[src/rtl/mag_cmp_pkg.sv]
// Shared types and helpers for the sequential magnitude comparator.
// Holds the FSM state, the slice-result encoding and the cascade resolution.
package mag_cmp_pkg;

  typedef enum logic [1:0] {
    StIdle    = 2'd0,
    StCompare = 2'd1,
    StDone    = 2'd2
  } state_e;

  typedef enum logic [1:0] {
    CmpEq = 2'b00,
    CmpLt = 2'b01,
    CmpGt = 2'b10
  } cmp_e;

  typedef struct packed {
    logic alb;
    logic agb;
    logic aeb;
  } cmp_res_t;

  // 74x85-style resolution when every slice compared equal.
  function automatic cmp_res_t cascade_resolve(input logic alb_in, input logic agb_in,
                                               input logic aeb_in);
    cmp_res_t r;
    r.aeb = aeb_in;
    r.agb = !alb_in && !aeb_in;
    r.alb = !agb_in && !aeb_in;
    return r;
  endfunction

  function automatic cmp_res_t decided_result(input cmp_e c);
    cmp_res_t r;
    r.alb = (c == CmpLt);
    r.agb = (c == CmpGt);
    r.aeb = 1'b0;
    return r;
  endfunction

endpackage

[src/rtl/slice_compare.sv]
// Combinational unsigned compare of one SLICE-bit operand slice.
module slice_compare #(
  parameter int unsigned SLICE = 4
) (
  input  logic [SLICE-1:0] a,
  input  logic [SLICE-1:0] b,
  output logic             lt,
  output logic             gt,
  output logic             eq
);

  always_comb begin
    lt = (a < b);
    gt = (a > b);
    eq = (a == b);
  end

endmodule

[src/rtl/seq_mag_compare.sv]
// Multi-cycle MSB-first magnitude comparator with early exit on the first unequal
// slice, optional two's-complement mode and 74x85-style cascade inputs.
module seq_mag_compare
  import mag_cmp_pkg::*;
#(
  parameter int unsigned WIDTH = 16,
  parameter int unsigned SLICE = 4
) (
  input  logic             clk,
  input  logic             rst,
  input  logic             start,
  input  logic [WIDTH-1:0] a,
  input  logic [WIDTH-1:0] b,
  input  logic             signed_mode,
  input  logic             alb_in,
  input  logic             agb_in,
  input  logic             aeb_in,
  output logic             busy,
  output logic             done,
  output logic             alb,
  output logic             agb,
  output logic             aeb
);

  localparam int unsigned N  = WIDTH / SLICE;
  localparam int unsigned KW = (N > 1) ? $clog2(N) : 1;
  localparam logic [KW-1:0] KMax = KW'(N - 1);

  state_e           state_q, state_d;
  logic [KW-1:0]    k_q, k_d;
  logic [WIDTH-1:0] a_q, a_d, b_q, b_d;
  logic             signed_q, signed_d;
  cmp_res_t         casc_q, casc_d;
  cmp_res_t         res_q, res_d;

  logic [SLICE-1:0] a_sl, b_sl;
  logic             sl_lt, sl_gt, sl_eq;
  cmp_e             slice_cmp;
  logic             accept;

  // Slice mux; in signed mode the sign bits are flipped only on the top slice.
  always_comb begin
    a_sl = '0;
    b_sl = '0;
    for (int i = 0; i < N; i++) begin
      if (k_q == KW'(i)) begin
        a_sl = a_q[i*SLICE +: SLICE];
        b_sl = b_q[i*SLICE +: SLICE];
      end
    end
    if (signed_q && (k_q == KMax)) begin
      a_sl[SLICE-1] = ~a_sl[SLICE-1];
      b_sl[SLICE-1] = ~b_sl[SLICE-1];
    end
  end

  slice_compare #(
    .SLICE(SLICE)
  ) u_slice_compare (
    .a  (a_sl),
    .b  (b_sl),
    .lt (sl_lt),
    .gt (sl_gt),
    .eq (sl_eq)
  );

  always_comb begin
    if (sl_gt)      slice_cmp = CmpGt;
    else if (sl_lt) slice_cmp = CmpLt;
    else            slice_cmp = CmpEq;
  end

  always_comb begin
    state_d  = state_q;
    k_d      = k_q;
    a_d      = a_q;
    b_d      = b_q;
    signed_d = signed_q;
    casc_d   = casc_q;
    res_d    = res_q;
    accept   = 1'b0;

    unique case (state_q)
      StIdle: begin
        if (start) accept = 1'b1;
      end
      StCompare: begin
        if (!sl_eq || (k_q == '0)) begin
          state_d = StDone;
          if (slice_cmp == CmpEq) begin
            res_d = cascade_resolve(casc_q.alb, casc_q.agb, casc_q.aeb);
          end else begin
            res_d = decided_result(slice_cmp);
          end
        end else begin
          k_d = k_q - 1'b1;
        end
      end
      StDone: begin
        if (start) accept = 1'b1;
        else       state_d = StIdle;
      end
      default: state_d = StIdle;
    endcase

    if (accept) begin
      state_d    = StCompare;
      k_d        = KMax;
      a_d        = a;
      b_d        = b;
      signed_d   = signed_mode;
      casc_d.alb = alb_in;
      casc_d.agb = agb_in;
      casc_d.aeb = aeb_in;
    end
  end

  always_ff @(posedge clk) begin
    if (rst) begin
      state_q  <= StIdle;
      k_q      <= KMax;
      a_q      <= '0;
      b_q      <= '0;
      signed_q <= 1'b0;
      casc_q   <= '0;
      res_q    <= '0;
    end else begin
      state_q  <= state_d;
      k_q      <= k_d;
      a_q      <= a_d;
      b_q      <= b_d;
      signed_q <= signed_d;
      casc_q   <= casc_d;
      res_q    <= res_d;
    end
  end

  always_comb begin
    busy = (state_q == StCompare);
    done = (state_q == StDone);
    alb  = res_q.alb;
    agb  = res_q.agb;
    aeb  = res_q.aeb;
  end

endmodule

[config.mk]
export PLATFORM = sky130hd
export DESIGN_NAME = seq_mag_compare
export DESIGN_NICKNAME = d
export VERILOG_FILES = /design/src/rtl/mag_cmp_pkg.sv /design/src/rtl/slice_compare.sv /design/src/rtl/seq_mag_compare.sv
export SDC_FILE = /design/constraint.sdc
export NUM_CORES = 1
export LEC_CHECK = 0
export ABC_AREA = 1
export BUFFER_PORTS_ARGS = -buffer_cell sky130_fd_sc_hd__buf_2
export CAP_MARGIN = 25
export CORE_AREA = 3 3 90 66
export CTS_BUF_LIST = sky130_fd_sc_hd__clkbuf_8
export DETAILED_ROUTE_END_ITERATION = 8
export DIE_AREA = 0 0 93 69
export PLACE_DENSITY = 0.66
export SETUP_SLACK_MARGIN = 0.4
export SYNTH_ARGS = -nofsm -noshare
export SYNTH_HDL_FRONTEND = slang
export SYNTH_HIERARCHICAL = 1
export SYNTH_SLANG_ARGS = --single-unit
[constraint.sdc]
create_clock -name clk -period 2.8 [get_ports clk]
set_clock_uncertainty 0.05 [all_clocks]
set_input_delay 0.14 -clock clk [delete_from_list [all_inputs] [get_ports clk]]
set_output_delay 0.14 -clock clk [all_outputs]
set_load 0.01 [all_outputs]
Yosys cells after proc, flatten, opt, wreduce, memory -nomap -nowiden. Cells that the tools add are included.

Register bits after elaboration: 43. Input bits: 39. Word-level logic and storage cells: 68.

Add/sub/neg operators: 1. Order comparisons: 2. Equality and inequality tests: 13. Muxes and demuxes: 19. Bitwise gates (word level): 4. Reductions and logical operators: 17.

Operators by type and width (count): 4-bit 2-to-1 mux (8); 2-bit equality test, second input constant (4); 2-bit by 1-bit equality test with 1-bit output, second input constant (3); 2-bit zero test (3); 1-bit 2-to-1 mux (6); 2-bit 2-to-1 mux (3); 2-bit one-hot mux with 3 select lines (1); 3-bit AND reduction (2); 4-bit equality test (1); 4-bit greater-than comparator (1); 1-bit zero test (4); 4-bit less-than comparator (1); 2-bit inequality test, second input constant (2); 1-bit inverter (4); 2-bit AND reduction (2); 2-bit OR reduction (2); 1-bit logical AND (3); 3-bit 2-to-1 mux (1); 3-bit by 1-bit inequality test with 1-bit output, second input constant (1); 3-bit by 2-bit inequality test with 1-bit output, second input constant (1); 2-bit by 1-bit inequality test with 1-bit output, second input constant (1); 2-bit by 1-bit subtractor with 2-bit output, second input constant (1); 1-bit logical OR (1).

Depth between registers and ports, before layout.
Depth after elaboration: 13. Mapped depth: 19. Gate-level depth less buffers: 18.

By module. The synthesis kept the hierarchy.

Modules (own cells, without submodules): seq_mag_compare (instances 1, cells an instance 266, area an instance 1934.4 sq um); slice_compare (instances 1, cells an instance 20, area an instance 115.1 sq um).

Least setup slack after synthesis. Ideal clock, no wire load.

Path type: reg2reg. From: register k_q[0]. To: register res_q (netlist bit agb). Library setup time: 116 ps. Data arrival time: 2085 ps. Required time: 2634 ps. Path slack: 550 ps. Cell stages (with the launch flop): 17. Buffers on the path: 1. Period minus slack after synthesis: 2250 ps. Cells stage by stage: dfxtp_1 -> inv_1 -> ha_1 -> buf_2 -> inv_1 -> o21ai_0 -> a21o_1 -> nand2_1 -> inv_1 -> ha_1 -> nand2_1 -> nor2_1 -> inv_1 -> nor2_2 -> nor2_1 -> o21ai_0 -> nor2_1.

Elaborated cells on any way between the ends: 28.

RTL lines: start, declared (line seq_mag_compare.sv:30) `logic [KW-1:0] k_q, k_d;`; start signal, assigned (line seq_mag_compare.sv:121) `k_q <= KMax;`; start signal, assigned (line seq_mag_compare.sv:129) `k_q <= k_d;`; 2-bit zero test (line seq_mag_compare.sv:46) `if (k_q == KW'(i)) begin`; 4-bit 2-to-1 mux (3 in a row) (line seq_mag_compare.sv:46); 4-bit 2-to-1 mux (*) (line seq_mag_compare.sv:46); named net b_sl[2] (line seq_mag_compare.sv:36) `logic [SLICE-1:0] a_sl, b_sl;`; 4-bit equality test (*) (line slice_compare.sv:15) `eq = (a == b);`; named net sl_eq (line seq_mag_compare.sv:37) `logic sl_lt, sl_gt, sl_eq;`; 1-bit zero test (*) (line seq_mag_compare.sv:88) `if (!sl_eq || (k_q == '0)) begin`; 1-bit logical OR (*) (line seq_mag_compare.sv:88); 2-bit AND reduction (no line) (*); end signal, assigned (line seq_mag_compare.sv:134) `res_q <= res_d;`; end, declared (line seq_mag_compare.sv:34) `cmp_res_t res_q, res_d;`.

Mark *: on every way through the listed nets, which the timed path passes. The rest lies on a longest branch. A chain may end at the register's enable or synchronous reset.

Final worst setup path.
From: register k_q[1]. To: register res_q (netlist bit agb).

Elaborated cells on any way between the ends: 28.

RTL lines: 2-bit zero test (line seq_mag_compare.sv:46); 4-bit 2-to-1 mux (4 in a row) (line seq_mag_compare.sv:46); 1-bit inverter (line seq_mag_compare.sv:52) `a_sl[SLICE-1] = ~a_sl[SLICE-1];`; 1-bit 2-to-1 mux (*) (line seq_mag_compare.sv:51) `if (signed_q && (k_q == KMax)) begin`; named net a_sl[3] (line seq_mag_compare.sv:36); 4-bit equality test (*) (line slice_compare.sv:15); named net sl_eq (line seq_mag_compare.sv:37); 1-bit zero test (*) (line seq_mag_compare.sv:88); 1-bit logical OR (*) (line seq_mag_compare.sv:88); 2-bit AND reduction (no line) (*).

Marked as above.

==> results.toml <==
[logic_synthesis]
synth_fp_nets = 333
synth_area_sq_um = 2049
synth_area_leaders = "dfxtp_1 (42%), nor2_1 (14%), nand2_1 (6.2%)"
synthTopCellsByCount = "nor2_1 (79), dfxtp_1 (43), nand2_1 (34)"
async_flop_share_pct = 0
ys_types = 26
ys.flop_type = "dfxtp_1"
synth_top_area_share_pct = 42.00
yosysSeqAreaShare_pct = 42.00
synth_edf_count = 0
syn_inst = 286
synth_top_area_cell = "dfxtp_1"
yosysWarnings = 6
ys_ff_latch = 43
postSynthAreaPerCell_sq_um = 7.166
yosysMostFrequentCell = "nor2_1"

[die]
start_util_pct = 39.60
dieHeight_microns = 69
num_rows = 22
fp.dieW_microns = 93
top_level_ports = 44
die_area_sq_um = 6417
core_sq_um = 5175

[placed_design]
hpwl_mm = 3.374
dp_cells = 389
post-place-ws_ns = 0.3183
port_buffers = 43
gp_congestion = 0.8947

[setup_path]
required_ns = 2.93
end_kind = "flip-flop"
critical_path_class = "reg2reg"
crit_path_max_fanout = 5
crit_arrival_ns = 2.48
startpoint_type = "flip-flop"

[route]
drt_first_iter_violations = 64
routed_wl_mm = 4.803
wl_per_cell_microns = 12.01
vias = 1885
firstDrtPassIters = 4
drc = 0
via_per_inst = 4.713
ant_nets = 0

[global_route]
use_met2_pct = 20.35
grt_max_degree = 38
grt_pass1_wl_mm = 7.831
gr-total-overflow = 0
grt_pass1_vias = 1747
met1_usage_pct = 22.49
top_usage_layer = "met1"
track_usage_pct = 14.97
grt_util_met3_pct = 4.253
grt_antenna_before_repair = 0

[clock_tree]
cts_inserted_buffers = 5
cts_tree = "yes"
clkTransAtPathRegs_ns = 0.08
htreeDepth = 2
clock-sinks = 43
root_buffer = "clkbuf_8"
worstSkewPairLatency_ns = 0.29
clock_path_buffers = 2

[power]
p_per_area_nw_per_um2 = 553.3
internal-power_uw = 953.9
comb_power_share_pct = 22.3
clockPowerShare_pct = 26.7
sw_frac_of_total_pct = 30.20
leakagePower_uw = 0.001110
ir_worst_vdd_mv = 0.2602
p_seq_share_pct = 51.0
p_sw_uw = 412.7

[timing]
relSlewSlack_pct = 64.55
worstMarginPinSlew_ns = 0.5309
hold_viol_final = 0
rsz0062_at_grt = "false"
finalMaxSlewViolations = 0
period_share_pct = 83.72
fmax_ghz = 0.4266
fin_tns_setup_ns = 0
setup_ws_ns = 0.4560
finalSetupViolCount = 0
fin_crit_ns = 2.344

[final_layout]
fin_nets = 374
utilization_pct = 47.73
final_cells = 400
drive_gt1_share_pct = 24.09
area_growth_pct = 20.51
n_antenna_cell = 0

[min_path]
worstHoldPathType = "in2reg"

[flow_run]
maxCapViolations = 0

[status]
status = "finished, final reports clean"
==> flip-flops by register name, summed over array words and instances, names as in the netlist <==
register and cells:
k_q 2, a_q 16, b_q 16, signed_q 1, alb 1, agb 1
casc_q 3, state_q 2, aeb 1
==> power by group through the flow <==
stage / Sequential, uW / Combinational, uW / Clock, uW
floorplan: 702 / 211 / 0
global placement: 710 / 268 / 0
detailed placement: 710 / 273 / 0
CTS: 696 / 278 / 375
global route: 704 / 356 / 400
finish: 697 / 304 / 366
==> critical path: stages, from the launching register on <==
cell,delay (ns)
dfxtp_4,0.41
inv_4,0.06
ha_4,0.19
buf_4,0.14
a21oi_1,0.13
a21o_1,0.12
nand2_1,0.05
ha_1,0.29
nand2_1,0.08
nor2_2,0.18
inv_1,0.09
nor2_4,0.11
nor2_1,0.08
o21ai_0,0.19
nor2_1,0.06
==> area by class of cell <==
| class | instances | area (sq um) |
|---|---|---|
| Tap cell | 72 | 90.09 |
| Timing Repair Buffer | 48 | 260.3 |
| Clock buffer | 5 | 68.82 |
| Multi-Input combinational cell | 209 | 1080 |
| Clock inverter | 3 | 12.51 |
| Sequential cell | 43 | 868.3 |
| Inverter | 20 | 90.09 |
| Fill cell | 534 | 2705 |
==> placed cells by master (no fill, tap or decap) <==
master	n
a21o_1	7
nor3_1	1
buf_4	3
dfxtp_4	2
ha_4	4
dfxtp_1	41
o21ai_1	19
inv_2	2
clkbuf_8	5
nor2_2	3
nor2_1	77
o211ai_1	1
a21boi_1	1
ha_1	4
o21ai_2	1
nor2_4	1
a21oi_2	2
nand4_1	1
inv_1	14
nand3_1	10
nand2_1	33
nand2_4	1
xor2_1	1
a21oi_1	14
o21ai_0	25
clkinv_2	1
buf_2	43
buf_6	2
and2_4	1
inv_4	6
nand2_2	2
==> cell families after synthesis <==
group | after synthesis | share of synthesized area [%]
xor+xnor | 1 | 0.4274
simple gates | 130 | 25.46
fa+ha+maj | 8 | 4.884
flops | 43 | 42.00
compound gates | 70 | 18.38
buf+inv | 34 | 8.853
==> through the flow <==
| stage | area, sq um | hold WS [ns] | power (uW) |
|---|---|---|---|
| finish | 2470 | 0.02782 | 1367 |
| global route | 2470 | 0.03021 | 1460 |
| CTS | 2359 | 0.02586 | 1349 |
| detailed placement | 2266 | 0.3333 | 983.4 |
| global placement | 2266 | 0.3252 | 977.8 |
| floorplan | 2049 | 0.1591 | 912.1 |
==> final timing paths <==
path,from,end,slack [ns],cells past startpoint
max reg2reg,k_q[1],agb,0.46,14
max,k_q[1],agb,0.46,14
min,rst,aeb,0.03,2
min reg2reg,aeb,aeb,0.42,2
==> per-layer routing <==
layer  share of wire [%]  up-vias
li1                    -     1005
met1                  52      828
met2                  40       48
met3                 6.6        4
met4                 1.2        0
met5                   0        -
==> timing repair <==
action                     4_1_cts  5_1_grt
pin swaps                        0        2
buffers inserted                 0        3
gates resized for setup          7       25
setup endpoints to repair        5        6
hold buffers                     0        0
(Power assumes the default switching activity.)
